$ cat config.mk
export PLATFORM = sky130hd
export DESIGN_NAME = hamming_secded_stream_flat
export DESIGN_NICKNAME = d
export VERILOG_FILES = /design/src/rtl/hamming_secded_stream_if.sv /design/src/rtl/hamming_secded_stream.sv /design/src/flat_wrapper.sv
export SDC_FILE = /design/constraint.sdc
export NUM_CORES = 1
export LEC_CHECK = 0
export BUFFER_PORTS_ARGS = -buffer_cell sky130_fd_sc_hd__buf_2
export CAP_MARGIN = 20
export CORE_UTILIZATION = 51
export CTS_CLUSTER_DIAMETER = 100
export CTS_CLUSTER_SIZE = 25
export DETAILED_ROUTE_END_ITERATION = 12
export GPL_TIMING_DRIVEN = 0
export PLACE_DENSITY_LB_ADDON = 0.1
export SETUP_SLACK_MARGIN = 0.05
export SLEW_MARGIN = 15
export SYNTH_ARGS = -nofsm -noshare
export SYNTH_HDL_FRONTEND = slang
export SYNTH_SLANG_ARGS = --single-unit
$ cat constraint.sdc
create_clock -name clk -period 1.91 [get_ports clk]
set_input_delay 0.0955 -clock clk [delete_from_list [all_inputs] [get_ports clk]]
set_output_delay 0.0955 -clock clk [all_outputs]
set_load 0.05 [all_outputs]
$ cat src/rtl/hamming_secded_stream_if.sv
// -----------------------------------------------------------------------------
// hamming_secded_stream_if
// Purpose : bundles the stream handshake, payload/codeword buses, status
//           outputs, counter controls and error-injection controls of the
//           extended-Hamming SECDED block.
// Modports:
//   master - producer/consumer side (drives in_*, out_ready, cnt_clr, inj_*)
//   slave  - the SECDED block (drives in_ready, out_*, corr_cnt, uncorr_cnt)
// Parameters DATA_W / CNT_W must match those given to the block.
// -----------------------------------------------------------------------------
interface hamming_secded_stream_if #(
  parameter int DATA_W = 4,
  parameter int CNT_W  = 8
);
  // Smallest r with 2^r >= DATA_W + r + 1.
  function automatic int calc_par_w(input int dw);
    int r;
    r = 1;
    for (int k = 0; k < 32; k++) begin
      r = ((1 << r) < (dw + r + 1)) ? (r + 1) : r;
    end
    return r;
  endfunction

  localparam int PAR_W  = calc_par_w(DATA_W);
  localparam int CODE_W = DATA_W + PAR_W + 1;
  localparam int POS_W  = $clog2(CODE_W);

  logic              in_valid;
  logic              in_ready;
  logic              in_mode;
  logic [DATA_W-1:0] in_data;
  logic [CODE_W-1:0] in_code;
  logic              out_valid;
  logic              out_ready;
  logic [CODE_W-1:0] out_code;
  logic [DATA_W-1:0] out_data;
  logic              out_single_err;
  logic              out_double_err;
  logic [PAR_W-1:0]  out_syndrome;
  logic [CNT_W-1:0]  corr_cnt;
  logic [CNT_W-1:0]  uncorr_cnt;
  logic              cnt_clr;
  logic              inj_en;
  logic [POS_W-1:0]  inj_pos;

  modport master (
    output in_valid, in_mode, in_data, in_code, out_ready, cnt_clr, inj_en, inj_pos,
    input  in_ready, out_valid, out_code, out_data, out_single_err, out_double_err,
           out_syndrome, corr_cnt, uncorr_cnt
  );

  modport slave (
    input  in_valid, in_mode, in_data, in_code, out_ready, cnt_clr, inj_en, inj_pos,
    output in_ready, out_valid, out_code, out_data, out_single_err, out_double_err,
           out_syndrome, corr_cnt, uncorr_cnt
  );
endinterface

$ cat src/rtl/hamming_secded_stream.sv
// -----------------------------------------------------------------------------
// hamming_secded_stream
// Purpose : parametrised extended-Hamming SECDED encoder/decoder on a
//           valid/ready stream with a per-beat mode bit (0=encode, 1=decode)
//           and one registered output stage. Decode corrects single errors,
//           flags double errors and keeps saturating error counters.
// Ports   : clk, rst (synchronous, active high)
//           bus (hamming_secded_stream_if.slave): in_valid/in_ready/in_mode/
//           in_data/in_code, out_valid/out_ready/out_code/out_data/
//           out_single_err/out_double_err/out_syndrome, corr_cnt/uncorr_cnt/
//           cnt_clr, inj_en/inj_pos.
// Codeword: code[0] overall even parity, code[1..N] Hamming positions,
//           parity at powers of two, data[0] at position 3 ascending.
// Option  : define HAMMING_ERR_INJECT_EN to flip bit inj_pos of the encoded
//           word on encode beats accepted with inj_en=1.
// -----------------------------------------------------------------------------
module hamming_secded_stream #(
  parameter int DATA_W = 4,
  parameter int CNT_W  = 8
) (
  input  logic                   clk,
  input  logic                   rst,
  hamming_secded_stream_if.slave bus
);
  // Smallest r with 2^r >= DATA_W + r + 1.
  function automatic int calc_par_w(input int dw);
    int r;
    r = 1;
    for (int k = 0; k < 32; k++) begin
      r = ((1 << r) < (dw + r + 1)) ? (r + 1) : r;
    end
    return r;
  endfunction

  localparam int PAR_W  = calc_par_w(DATA_W);
  localparam int N      = DATA_W + PAR_W;
  localparam int CODE_W = N + 1;

  function automatic logic is_pow2(input int p);
    return ((p & (p - 1)) == 0);
  endfunction

  // Build the full codeword: scatter data, then per-bit parity, then overall.
  function automatic logic [CODE_W-1:0] encode(input logic [DATA_W-1:0] d);
    logic [CODE_W-1:0] c;
    logic              p;
    int                di;
    c  = {CODE_W{1'b0}};
    di = 0;
    for (int pos = 1; pos <= N; pos++) begin
      if (!is_pow2(pos)) begin
        c[pos] = d[di];
        di     = di + 1;
      end
    end
    for (int k = 0; k < PAR_W; k++) begin
      p = 1'b0;
      for (int pos = 1; pos <= N; pos++) begin
        if (pos[k] && !is_pow2(pos)) begin
          p = p ^ c[pos];
        end
      end
      c[1 << k] = p;
    end
    c[0] = ^c[N:1];
    return c;
  endfunction

  // XOR of the positions of all set bits in code[N:1].
  function automatic logic [PAR_W-1:0] syndrome_of(input logic [CODE_W-1:0] c);
    logic [PAR_W-1:0] s;
    s = {PAR_W{1'b0}};
    for (int pos = 1; pos <= N; pos++) begin
      if (c[pos]) begin
        s = s ^ PAR_W'(pos);
      end
    end
    return s;
  endfunction

  // Gather payload bits from the non-power-of-two positions.
  function automatic logic [DATA_W-1:0] extract(input logic [CODE_W-1:0] c);
    logic [DATA_W-1:0] d;
    int                di;
    d  = {DATA_W{1'b0}};
    di = 0;
    for (int pos = 1; pos <= N; pos++) begin
      if (!is_pow2(pos)) begin
        d[di] = c[pos];
        di    = di + 1;
      end
    end
    return d;
  endfunction

  logic              r_out_valid;
  logic [CODE_W-1:0] r_out_code;
  logic [DATA_W-1:0] r_out_data;
  logic              r_single;
  logic              r_double;
  logic [PAR_W-1:0]  r_syndrome;
  logic [CNT_W-1:0]  r_corr_cnt;
  logic [CNT_W-1:0]  r_uncorr_cnt;

  logic              w_in_ready;
  logic              w_accept;
  logic [CODE_W-1:0] w_enc;
  logic [CODE_W-1:0] w_inj_mask;
  logic [PAR_W-1:0]  w_syn;
  logic              w_ovr;
  logic [CODE_W-1:0] w_fix;
  logic              w_single;
  logic              w_double;
  logic [DATA_W-1:0] w_dec_data;

  assign w_in_ready = !r_out_valid || bus.out_ready;
  assign w_accept   = bus.in_valid && w_in_ready;

`ifdef HAMMING_ERR_INJECT_EN
  // Out-of-range positions inject nothing.
  assign w_inj_mask = (bus.inj_en && (32'(bus.inj_pos) < CODE_W))
                    ? (CODE_W'(1) << bus.inj_pos) : {CODE_W{1'b0}};
`else
  logic w_unused_inj;
  assign w_inj_mask   = {CODE_W{1'b0}};
  assign w_unused_inj = ^{bus.inj_en, bus.inj_pos};
`endif

  // Encode path and SECDED classification/correction of the incoming word.
  always_comb begin
    w_enc    = encode(bus.in_data);
    w_syn    = syndrome_of(bus.in_code);
    w_ovr    = ^bus.in_code;
    w_fix    = bus.in_code;
    w_single = 1'b0;
    w_double = 1'b0;
    if (w_ovr) begin
      if (w_syn == {PAR_W{1'b0}}) begin
        w_single = 1'b1;
      end else if (32'(w_syn) <= N) begin
        w_single       = 1'b1;
        w_fix[w_syn]   = ~bus.in_code[w_syn];
      end else begin
        // Syndrome points past the last position: cannot be a single error.
        w_double = 1'b1;
      end
    end else begin
      if (w_syn != {PAR_W{1'b0}}) begin
        w_double = 1'b1;
      end else begin
        w_double = 1'b0;
      end
    end
    w_dec_data = extract(w_fix);
  end

  // Output stage: load on accept, drop valid after a pop with no push.
  always_ff @(posedge clk) begin
    if (rst) begin
      r_out_valid <= 1'b0;
      r_out_code  <= {CODE_W{1'b0}};
      r_out_data  <= {DATA_W{1'b0}};
      r_single    <= 1'b0;
      r_double    <= 1'b0;
      r_syndrome  <= {PAR_W{1'b0}};
    end else if (w_accept) begin
      r_out_valid <= 1'b1;
      if (bus.in_mode) begin
        r_out_code <= {CODE_W{1'b0}};
        r_out_data <= w_dec_data;
        r_single   <= w_single;
        r_double   <= w_double;
        r_syndrome <= w_syn;
      end else begin
        r_out_code <= w_enc ^ w_inj_mask;
        r_out_data <= {DATA_W{1'b0}};
        r_single   <= 1'b0;
        r_double   <= 1'b0;
        r_syndrome <= {PAR_W{1'b0}};
      end
    end else if (bus.out_ready) begin
      r_out_valid <= 1'b0;
    end
  end

  // Saturating error counters; clear wins over a same-cycle increment.
  always_ff @(posedge clk) begin
    if (rst || bus.cnt_clr) begin
      r_corr_cnt   <= {CNT_W{1'b0}};
      r_uncorr_cnt <= {CNT_W{1'b0}};
    end else if (w_accept && bus.in_mode) begin
      if (w_single && (r_corr_cnt != {CNT_W{1'b1}})) begin
        r_corr_cnt <= r_corr_cnt + CNT_W'(1);
      end
      if (w_double && (r_uncorr_cnt != {CNT_W{1'b1}})) begin
        r_uncorr_cnt <= r_uncorr_cnt + CNT_W'(1);
      end
    end
  end

  assign bus.in_ready       = w_in_ready;
  assign bus.out_valid      = r_out_valid;
  assign bus.out_code       = r_out_code;
  assign bus.out_data       = r_out_data;
  assign bus.out_single_err = r_single;
  assign bus.out_double_err = r_double;
  assign bus.out_syndrome   = r_syndrome;
  assign bus.corr_cnt       = r_corr_cnt;
  assign bus.uncorr_cnt     = r_uncorr_cnt;
endmodule

$ cat src/flat_wrapper.sv
// flat-port wrapper written by rule: the top's interface ports become plain ports
module hamming_secded_stream_flat 
#(
  parameter int DATA_W = 4,
  parameter int CNT_W  = 8
)
  (clk, rst, bus_in_valid, bus_in_mode, bus_in_data, bus_in_code, bus_out_ready, bus_cnt_clr, bus_inj_en, bus_inj_pos, bus_in_ready, bus_out_valid, bus_out_code, bus_out_data, bus_out_single_err, bus_out_double_err, bus_out_syndrome, bus_corr_cnt, bus_uncorr_cnt);
  hamming_secded_stream_if #(.DATA_W(DATA_W), .CNT_W(CNT_W)) bus_i ();
  input  logic clk;
  input  logic rst;
  input wire logic [$bits(bus_i.in_valid)-1:0] bus_in_valid;
  input wire logic [$bits(bus_i.in_mode)-1:0] bus_in_mode;
  input wire logic [$bits(bus_i.in_data)-1:0] bus_in_data;
  input wire logic [$bits(bus_i.in_code)-1:0] bus_in_code;
  input wire logic [$bits(bus_i.out_ready)-1:0] bus_out_ready;
  input wire logic [$bits(bus_i.cnt_clr)-1:0] bus_cnt_clr;
  input wire logic [$bits(bus_i.inj_en)-1:0] bus_inj_en;
  input wire logic [$bits(bus_i.inj_pos)-1:0] bus_inj_pos;
  output wire logic [$bits(bus_i.in_ready)-1:0] bus_in_ready;
  output wire logic [$bits(bus_i.out_valid)-1:0] bus_out_valid;
  output wire logic [$bits(bus_i.out_code)-1:0] bus_out_code;
  output wire logic [$bits(bus_i.out_data)-1:0] bus_out_data;
  output wire logic [$bits(bus_i.out_single_err)-1:0] bus_out_single_err;
  output wire logic [$bits(bus_i.out_double_err)-1:0] bus_out_double_err;
  output wire logic [$bits(bus_i.out_syndrome)-1:0] bus_out_syndrome;
  output wire logic [$bits(bus_i.corr_cnt)-1:0] bus_corr_cnt;
  output wire logic [$bits(bus_i.uncorr_cnt)-1:0] bus_uncorr_cnt;
  assign bus_i.in_valid = bus_in_valid;
  assign bus_i.in_mode = bus_in_mode;
  assign bus_i.in_data = bus_in_data;
  assign bus_i.in_code = bus_in_code;
  assign bus_i.out_ready = bus_out_ready;
  assign bus_i.cnt_clr = bus_cnt_clr;
  assign bus_i.inj_en = bus_inj_en;
  assign bus_i.inj_pos = bus_inj_pos;
  assign bus_in_ready = bus_i.in_ready;
  assign bus_out_valid = bus_i.out_valid;
  assign bus_out_code = bus_i.out_code;
  assign bus_out_data = bus_i.out_data;
  assign bus_out_single_err = bus_i.out_single_err;
  assign bus_out_double_err = bus_i.out_double_err;
  assign bus_out_syndrome = bus_i.out_syndrome;
  assign bus_corr_cnt = bus_i.corr_cnt;
  assign bus_uncorr_cnt = bus_i.uncorr_cnt;
  hamming_secded_stream #(.DATA_W(DATA_W), .CNT_W(CNT_W)) u_core (.clk(clk), .rst(rst), .bus(bus_i));
endmodule
---- Yosys cells after proc, flatten, opt, wreduce, memory -nomap -nowiden ----
Index checks and enable logic that the tools add are counted.
storage, ports and cells
  bits in registers ....................... 34
  input bits .............................. 22
  output and inout port bits .............. 35
  logic and storage cells ................. 66
operators by class
  add/subtract/negate cells ............... 2
  magnitude comparators ................... 2
  equal/unequal tests ..................... 2
  multiplexer cells ....................... 24
  bitwise operators ....................... 13
  reductions and logical operators ........ 15
operators with widths
  kind                   number
  $mux W8                3
  $add A8 B1 Y8 const B  2
  $ne A8 B8 Y1 const B   2
  $mux W3                5
  $mux W1                10
  $bwmux W8              1
  $reduce_xor A8 Y1      1
  $reduce_xor A7 Y1      1
  $not A2 Y2             3
  $xor A1 B1 Y1          6
  $logic_and A1 B1 Y1    5
  $lt A3 B4 Y1 const B   1
  $mux W2                2
  $mux W4                1
  $reduce_and A2 Y1      2
  $bmux W1 S3            1
  $demux W1 S3           1
  $ge A3 B1 Y1 const B   1
  $logic_not A3 Y1       1
  $not A3 Y3             1
  $reduce_bool A3 Y1     1
  $logic_or A1 B1 Y1     2
  $not A1 Y1 const A     2
  $reduce_bool A2 Y1     1
  2 further kinds        2

---- Longest topological paths before layout ----
Gate-level depths: netlist (run 1).
  word-level depth ........................ 19
  gate-level depth with buffers ........... 7
  gate-level depth less buffers ........... 7

---- Least setup slack after synthesis (run 1) ----
OpenSTA, ideal clock, no wires.
  path type ............................... register to register
  from .................................... reg u_core.r_out_valid (netlist: u_core.bus.out_valid)
  to ...................................... reg u_core.r_corr_cnt[1] (netlist: u_core.bus.corr_cnt[1])
  setup time .............................. 0.128 ns
  arrival ................................. 2.302 ns
  data required time ...................... 1.782 ns
  path slack .............................. -0.520 ns
  cell stages (with the launch flop) ...... 8
  path buffers ............................ 1
  period minus slack after synthesis ...... 2.430 ns
  path through ............................ dfxtp_1 -> nand2b_1 -> clkbuf_1 -> nand3_1 -> a41o_1 -> or2_2 -> mux2i_1 -> nor2_1
on the way
  longest elaborated chain between the ends .. 5
RTL lines
  item                         RTL line                      RTL
  from (decl)                  hamming_secded_stream.sv:96   logic r_out_valid;
  from (signal assigned)       hamming_secded_stream.sv:160  r_out_valid <= 1'b0;
  from (signal assigned)       hamming_secded_stream.sv:167  r_out_valid <= 1'b1;
  from (signal assigned)       hamming_secded_stream.sv:182  r_out_valid <= 1'b0;
  $logic_not A1 Y1             hamming_secded_stream.sv:116  assign w_in_ready = !r_out_valid || bus.out_ready;
  $logic_or A1 B1 Y1           hamming_secded_stream.sv:116
  net bus_in_ready             flat_wrapper.sv:19            output wire logic [$bits(bus_i.in_ready)-1:0] bus_in_ready;
  $logic_and A1 B1 Y1          hamming_secded_stream.sv:117  assign w_accept = bus.in_valid && w_in_ready;
  $logic_and A1 B1 Y1          hamming_secded_stream.sv:191  end else if (w_accept && bus.in_mode) begin
  $reduce_and A2 Y1 (no line)  --
  to (signal assigned)         hamming_secded_stream.sv:189  r_corr_cnt <= {CNT_W{1'b0}};
  to (signal assigned)         hamming_secded_stream.sv:193  r_corr_cnt <= r_corr_cnt + CNT_W'(1);
  to (decl)                    hamming_secded_stream.sv:102  logic [CNT_W-1:0] r_corr_cnt;
The timed path passes the listed nets, and every way through them passes these cells.
A chain may end at the register's enable or synchronous reset.

---- Final worst setup path (run 1) ----
  from .................................... reg u_core.r_out_valid (netlist: u_core.bus.out_valid)
  to ...................................... reg u_core.r_corr_cnt[3] (netlist: u_core.bus.corr_cnt[3])
on the way
  longest elaborated chain between the ends .. 5
RTL lines
  item                         RTL line
  $logic_not A1 Y1             hamming_secded_stream.sv:116
  $logic_or A1 B1 Y1           hamming_secded_stream.sv:116
  $logic_and A1 B1 Y1          hamming_secded_stream.sv:117
  $logic_and A1 B1 Y1          hamming_secded_stream.sv:191
  $reduce_and A2 Y1 (no line)  --
No other way between the ends.

==> flow_metrics.tcl, run 1 <==
set metrics [dict create \
    top_layer "met4" \
    fin_ws_ns 0.199 \
    cp_slowest_cell "a41o_1" \
    portBuffers 49 \
    grt_pass1_vias 1542 \
    wl_met3_um 222 \
    final_cells 325 \
    p_per_area_nw_per_um2 771 \
    hold_path_class "in2reg" \
    antenna_found_initial 0 \
    crit_required_ns 2.07 \
    pre_cts_ws_ns -0.183 \
    fin_tns_setup_ns 0 \
    fmax_ghz 0.585 \
    p_total_mw 1.79 \
    worstPathArrival_ns 1.87 \
    placed_cells 317 \
    slowest_delay_ns 0.34 \
    met2_length_um 1940 \
    cp-end-kind "register" \
    wl_um 4070 \
    vias 1729 \
    fin_crit_sh_pct 89.6 \
    synth-edff-count 0 \
    cts_root_buffer "clkbuf_8" \
    clockBufferDepth 2 \
    tightest_slew_ns 0.500 \
    min_period_ns 1.71 \
    cts-buffers-inserted 5 \
    diodes 0 \
    synth_cell_types 45 \
    ant_nets 0 \
    skew_ns 0.00110 \
    crit_fanout 8 \
    yosysSeqAreaShare_pct 35.7 \
    peakVddDrop_mv 0.563 \
    io_pins 57 \
    synth.net_count 246 \
    initial_core_util_pct 55.0 \
    cts.htree.levels 2 \
    critical_path_class "reg2reg" \
    synthToLayoutAreaGrowth_pct 22.0 \
    path_clk_slew_ns 0.07 \
    syn_area_per_cell_um2 8.59 \
    cts_tree "yes" \
    synthArstFlopShare_pct 0 \
    core_area_um2 3470 \
    dr.pass1.iters 4 \
    clk_latency_ns 0.28 \
    startpoint_type "register" \
    maxCapViolations 0 \
    overflow 0 \
    drt_iter0_drc 126 \
    setup_violations 0 \
    syn_inst 222 \
    fillers 313 \
    gp_congestion 0.805 \
    cp_cell_sequence "nand2b_1, clkbuf_4, nand3_2, a41o_1, nor4b_2, xnor2_1, nor2_1" \
    die_area_um2 3990 \
    row_count 21 \
    synth-seq-cells 34 \
    hold_violations 0 \
    die_h_um 63.2 \
    slew_viol_final 0 \
    yosysWarnings 0 \
    detail_route.vias_per_cell 5.32 \
    wl_per_cell_um 12.5 \
    syn_area_um2 1910 \
    ys.flop_type "dfxtp_1" \
    wl_met1_um 1870 \
    post-route-drc-count 0 \
    grt_max_degree 12 \
    grt_pass1_wl_um 6800 \
    p_leak_nw 0.962 \
    die_x_um 63.2 \
    fin_nets 302 \
    dpl.hpwl_um 3110 \
    status "completed" \
    relSlewSlack_pct 66.4 \
    grt.total_usage_pct 21.6 \
    drive_gt1_share_pct 28.7 \
    grt_setup_unrepaired "no" \
    clkSinkCount 34 \
]
[routing by layer]
metal  GRT usage, %  up-vias
li1               -      895
met1           27.3      775
met2           34.9       54
met3           5.98        5
met4           7.85        0
met5              0        -
[Yosys cell counts, drive strengths merged, types with 2 or more instances]
cell type | number | share of area [%]
xor2 | 9 | 5.1
mux2i | 5 | 2.6
and2 | 2 | 0.72
dfxtp | 34 | 36
nand2b | 2 | 0.66
inv | 4 | 0.79
a22oi | 7 | 2.8
ha | 2 | 1.3
xnor2 | 23 | 12
o21ai | 9 | 2.6
or2 | 3 | 1.1
nor3b | 5 | 2.0
nor3 | 10 | 2.6
and3 | 4 | 1.3
clkbuf | 5 | 0.98
nor4 | 5 | 2.4
o211ai | 2 | 0.79
nand3 | 6 | 1.6
a21oi | 12 | 3.3
nand2 | 16 | 3.1
nor2 | 39 | 7.7
buf | 3 | 0.72
o21a | 2 | 0.79
[worst max-delay path, delay by kind of cell (launching register included)]
kind            cells  cell delay, ns
compound gates      1            0.34
xor+xnor            1            0.15
buf+inv             1            0.16
flops               1            0.33
simple gates        4            0.61
[registers in the layout (all words and copies together) (netlist names)]
name,cells
u_core.bus.out_data,4
u_core.bus.out_double_err,1
u_core.bus.uncorr_cnt,8
u_core.bus.out_valid,1
u_core.bus.out_code,8
u_core.bus.out_single_err,1
u_core.bus.out_syndrome,3
u_core.bus.corr_cnt,8
[per-stage QoR]
stage	hold WS, ns	cell area (µm²)	utilization [%]
3_5_place_dp	0.383	2220	64.0
5_1_grt	0.0827	2330	67.1
4_1_cts	0.0702	2320	66.8
6_report	0.0875	2330	67.1
2_1_floorplan	0.217	1920	-
3_3_place_gp	0.375	2220	64.0
[repair_timing]
| item | 4_1_cts | 5_1_grt |
|---|---|---|
| setup buffers | 0 | 0 |
| endpoints found under the hold margin | 0 | 0 |
| hold buffers | 0 | 0 |
| resized for setup | 0 | 2 |
| endpoints found under the setup margin | 0 | 5 |
[cell type report]
| type | instances | area [µm²] | area share [%] |
|---|---|---|---|
| multi-input cells | 176 | 1200 | 51.4 |
| flip-flops and latches | 34 | 682 | 29.3 |
| repair buffers | 49 | 245 | 10.5 |
| clock buffers | 6 | 82.6 | 3.55 |
| well taps | 46 | 57.6 | 2.47 |
| plain buffers | 8 | 36.3 | 1.56 |
| inverters | 4 | 15.0 | 0.645 |
| clock inverters | 2 | 12.5 | 0.537 |
[final timing paths]
kind | startpoint | endpoint | slack [ns] | cells after the start
setup / recovery | u_core.bus.out_valid | u_core.bus.corr_cnt[3] | 0.20 | 7
hold / removal | bus_in_valid | u_core.bus.out_valid | 0.09 | 3
setup reg to reg | u_core.bus.out_valid | u_core.bus.corr_cnt[3] | 0.20 | 7
hold reg to reg | u_core.bus.out_data[1] | u_core.bus.out_data[1] | 0.46 | 2
[cell usage in the layout, fill, tap and decap left out, types with 5 or more instances in the layout]
master / netlist / layout
a21oi_1: 11 / 11
a22oi_1: 7 / 7
buf_2: 2 / 51
clkbuf_8: 0 / 6
dfxtp_1: 34 / 33
mux2i_1: 5 / 5
nand2_1: 16 / 16
nand3_1: 6 / 5
nor2_1: 39 / 39
nor3_1: 10 / 10
nor3b_1: 5 / 5
o21ai_0: 8 / 8
xnor2_1: 20 / 19
xor2_1: 8 / 8
[power by group]
group          switching (mW)  internal, mW  leakage (nW)
Clock                   0.264         0.289        0.0472
Sequential             0.0130         0.732         0.276
Combinational           0.325         0.171         0.639
Total                   0.602          1.19         0.962
[cell families (layout without fill, tap and decap cells)]
family,Yosys count,after routing,share of synthesized area [%]
AND/OR/NAND/NOR,94,94,24.3
AO/OA/AOI/OAI,42,42,15.5
flip-flops,34,34,35.7
XOR/XNOR,32,32,17.4
buffers and inverters,12,69,2.49
multiplexers,6,6,3.21
adder cells (fa/ha/maj),2,2,1.31
Power figures use the tool's default switching activity.
==> inputs of run 2 (changes only) <==
Settings changed: CORE_MARGIN set to 4.
==> run 2 against run 1 <==
First-iteration DRC count grew 8.7%. Count of clock-buffer cells in the layout is the same. Critical path depth is the same. Global-route usage shrank 2.4 points. Sequential share of layout area shrank 0.22 points. Core utilization grew 0.51 points. Non-clock buffer count is the same. Wire length grew 4.6%. Highest routed layer unchanged.
==> flow_metrics.tcl, run 2 (same netlist as run 1, synthesis figures left out) <==
set metrics [dict create \
    status "completed" \
    detail_route.vias_per_cell 5.27 \
    clkSinkCount 34 \
    fin_tns_setup_ns 0 \
    grt_pass1_wl_um 7770 \
    hold_path_end "u_core.bus.out_valid" \
    critical_path_class "reg2reg" \
    die_h_um 69.2 \
    cts.htree.levels 2 \
    die_x_um 69.2 \
    wl_per_cell_um 13.1 \
    diodes 0 \
    p_leak_nw 0.972 \
    portBuffers 49 \
    min_period_ns 1.70 \
    crit_required_ns 2.07 \
    cpLargestDelayFamily "simple AND/OR/NAND/NOR gates" \
    reg2regPathDepth 7 \
    r2r_end "u_core.bus.corr_cnt[1]" \
    fillers 311 \
    final_cell_mix "buf_2, nor2_1, dfxtp_1" \
    cp_cell_sequence "nand2b_1, clkbuf_4, nand3_2, a41o_1, or2_2, mux2i_1, nor2_1" \
    placed_area_um2 2220 \
    initial_core_util_pct 55.0 \
    row_count 21 \
    hold_path_class "in2reg" \
    worstPathArrival_ns 1.86 \
    ant_nets 0 \
    gp_congestion 0.836 \
    dpl.hpwl_um 3200 \
    cts_setup_buffers 0 \
    setup_violations 0 \
    antenna_found_initial 0 \
    fin_crit_sh_pct 89.2 \
    fin_ws_ns 0.207 \
    crit_fanout 8 \
    reg2reg_from "u_core.bus.out_valid" \
    final_area_um2 2350 \
    tightest_slew_ns 0.526 \
    fin_nets 302 \
    crit_cells 7 \
    drt_iter0_drc 137 \
    overflow 0 \
    min_from "bus_in_valid" \
    grt_setup_unrepaired "no" \
    drive_gt1_share_pct 28.4 \
    post-route-drc-count 0 \
    grt.total_usage_pct 19.3 \
    wl_um 4260 \
    path_clk_slew_ns 0.07 \
    clockBufferDepth 2 \
    maxCapViolations 0 \
    cp_slowest_cell "a41o_1" \
    fmax_ghz 0.587 \
    grt_pass1_vias 1684 \
    grt_max_degree 11 \
    cp-end-kind "register" \
    slew_viol_final 0 \
    r2r_slack_ns 0.21 \
    io_pins 57 \
    cts-buffers-inserted 5 \
    pre_cts_ws_ns -0.142 \
    slowest_delay_ns 0.34 \
    cts_tree "yes" \
    skew_ns 0.00609 \
    cts_root_buffer "clkbuf_8" \
    core_area_um2 3470 \
    peakVddDrop_mv 0.441 \
    p_per_area_nw_per_um2 814 \
    relSlewSlack_pct 64.7 \
    die_area_um2 4780 \
    clk_latency_ns 0.28 \
    dr.pass1.iters 4 \
    startpoint_type "register" \
    vias 1708 \
    hold_buffers 0 \
    synthToLayoutAreaGrowth_pct 23.0 \
    whs_path_depth 3 \
    final_common_cell "buf_2" \
    path_buf_inv 1 \
    p_total_mw 1.91 \
    cts.repair.resized 0 \
    hold_violations 0 \
]
==> run 2: worst max path at each step <==
stage,start,to
floorplan,u_core.bus.uncorr_cnt[0],u_core.bus.uncorr_cnt[7]
global placement,bus_in_code[5],u_core.bus.out_data[2]
detailed placement,bus_in_code[5],u_core.bus.out_data[2]
CTS,bus_in_code[5],u_core.bus.out_data[2]
global route,u_core.bus.out_valid,u_core.bus.corr_cnt[5]
finish,u_core.bus.out_valid,u_core.bus.corr_cnt[1]
==> run 2: area by class of cell <==
cell class	count	area, µm²	area share [%]
inverter	4	15.0	0.640
tap	46	57.6	2.45
buffer	8	36.3	1.55
timing repair buffer	49	245	10.5
clock inverter	1	30.0	1.28
clock buffer	6	82.6	3.52
multi-input combinational	176	1200	51.0
sequential	34	682	29.1
==> run 2: per-layer routing <==
metal  global-route usage (%)  wire length [µm]  up-vias
met5                        0                 0        -
met3                     5.38               234        4
li1                         -                 -      888
met2                     31.8              2020       39
met1                     25.0              1980      777
met4                     4.56                31        0
==> run 2: per-stage QoR <==
step                      cells  hold slack [ns]  utilization, %
after detailed placement    317            0.377            64.0
after global routing        324            0.135            67.6
after CTS                   324           0.0836            67.3
final                       324           0.0976            67.6
after floorplan             222            0.217               -
after global placement      317            0.375            64.0
==> run 2: worst register-to-register path, stage by stage (launching register included) <==
cell	delay, ns
dfxtp_2	0.32
nand2b_1	0.06
clkbuf_4	0.16
nand3_2	0.18
a41o_1	0.34
or2_2	0.33
mux2i_1	0.15
nor2_1	0.05
==> run 2: report_power, final <==
part	leakage, nW	switching [mW]	internal [mW]
Combinational	0.639	0.326	0.171
Clock	0.0573	0.252	0.417
Sequential	0.276	0.0132	0.732
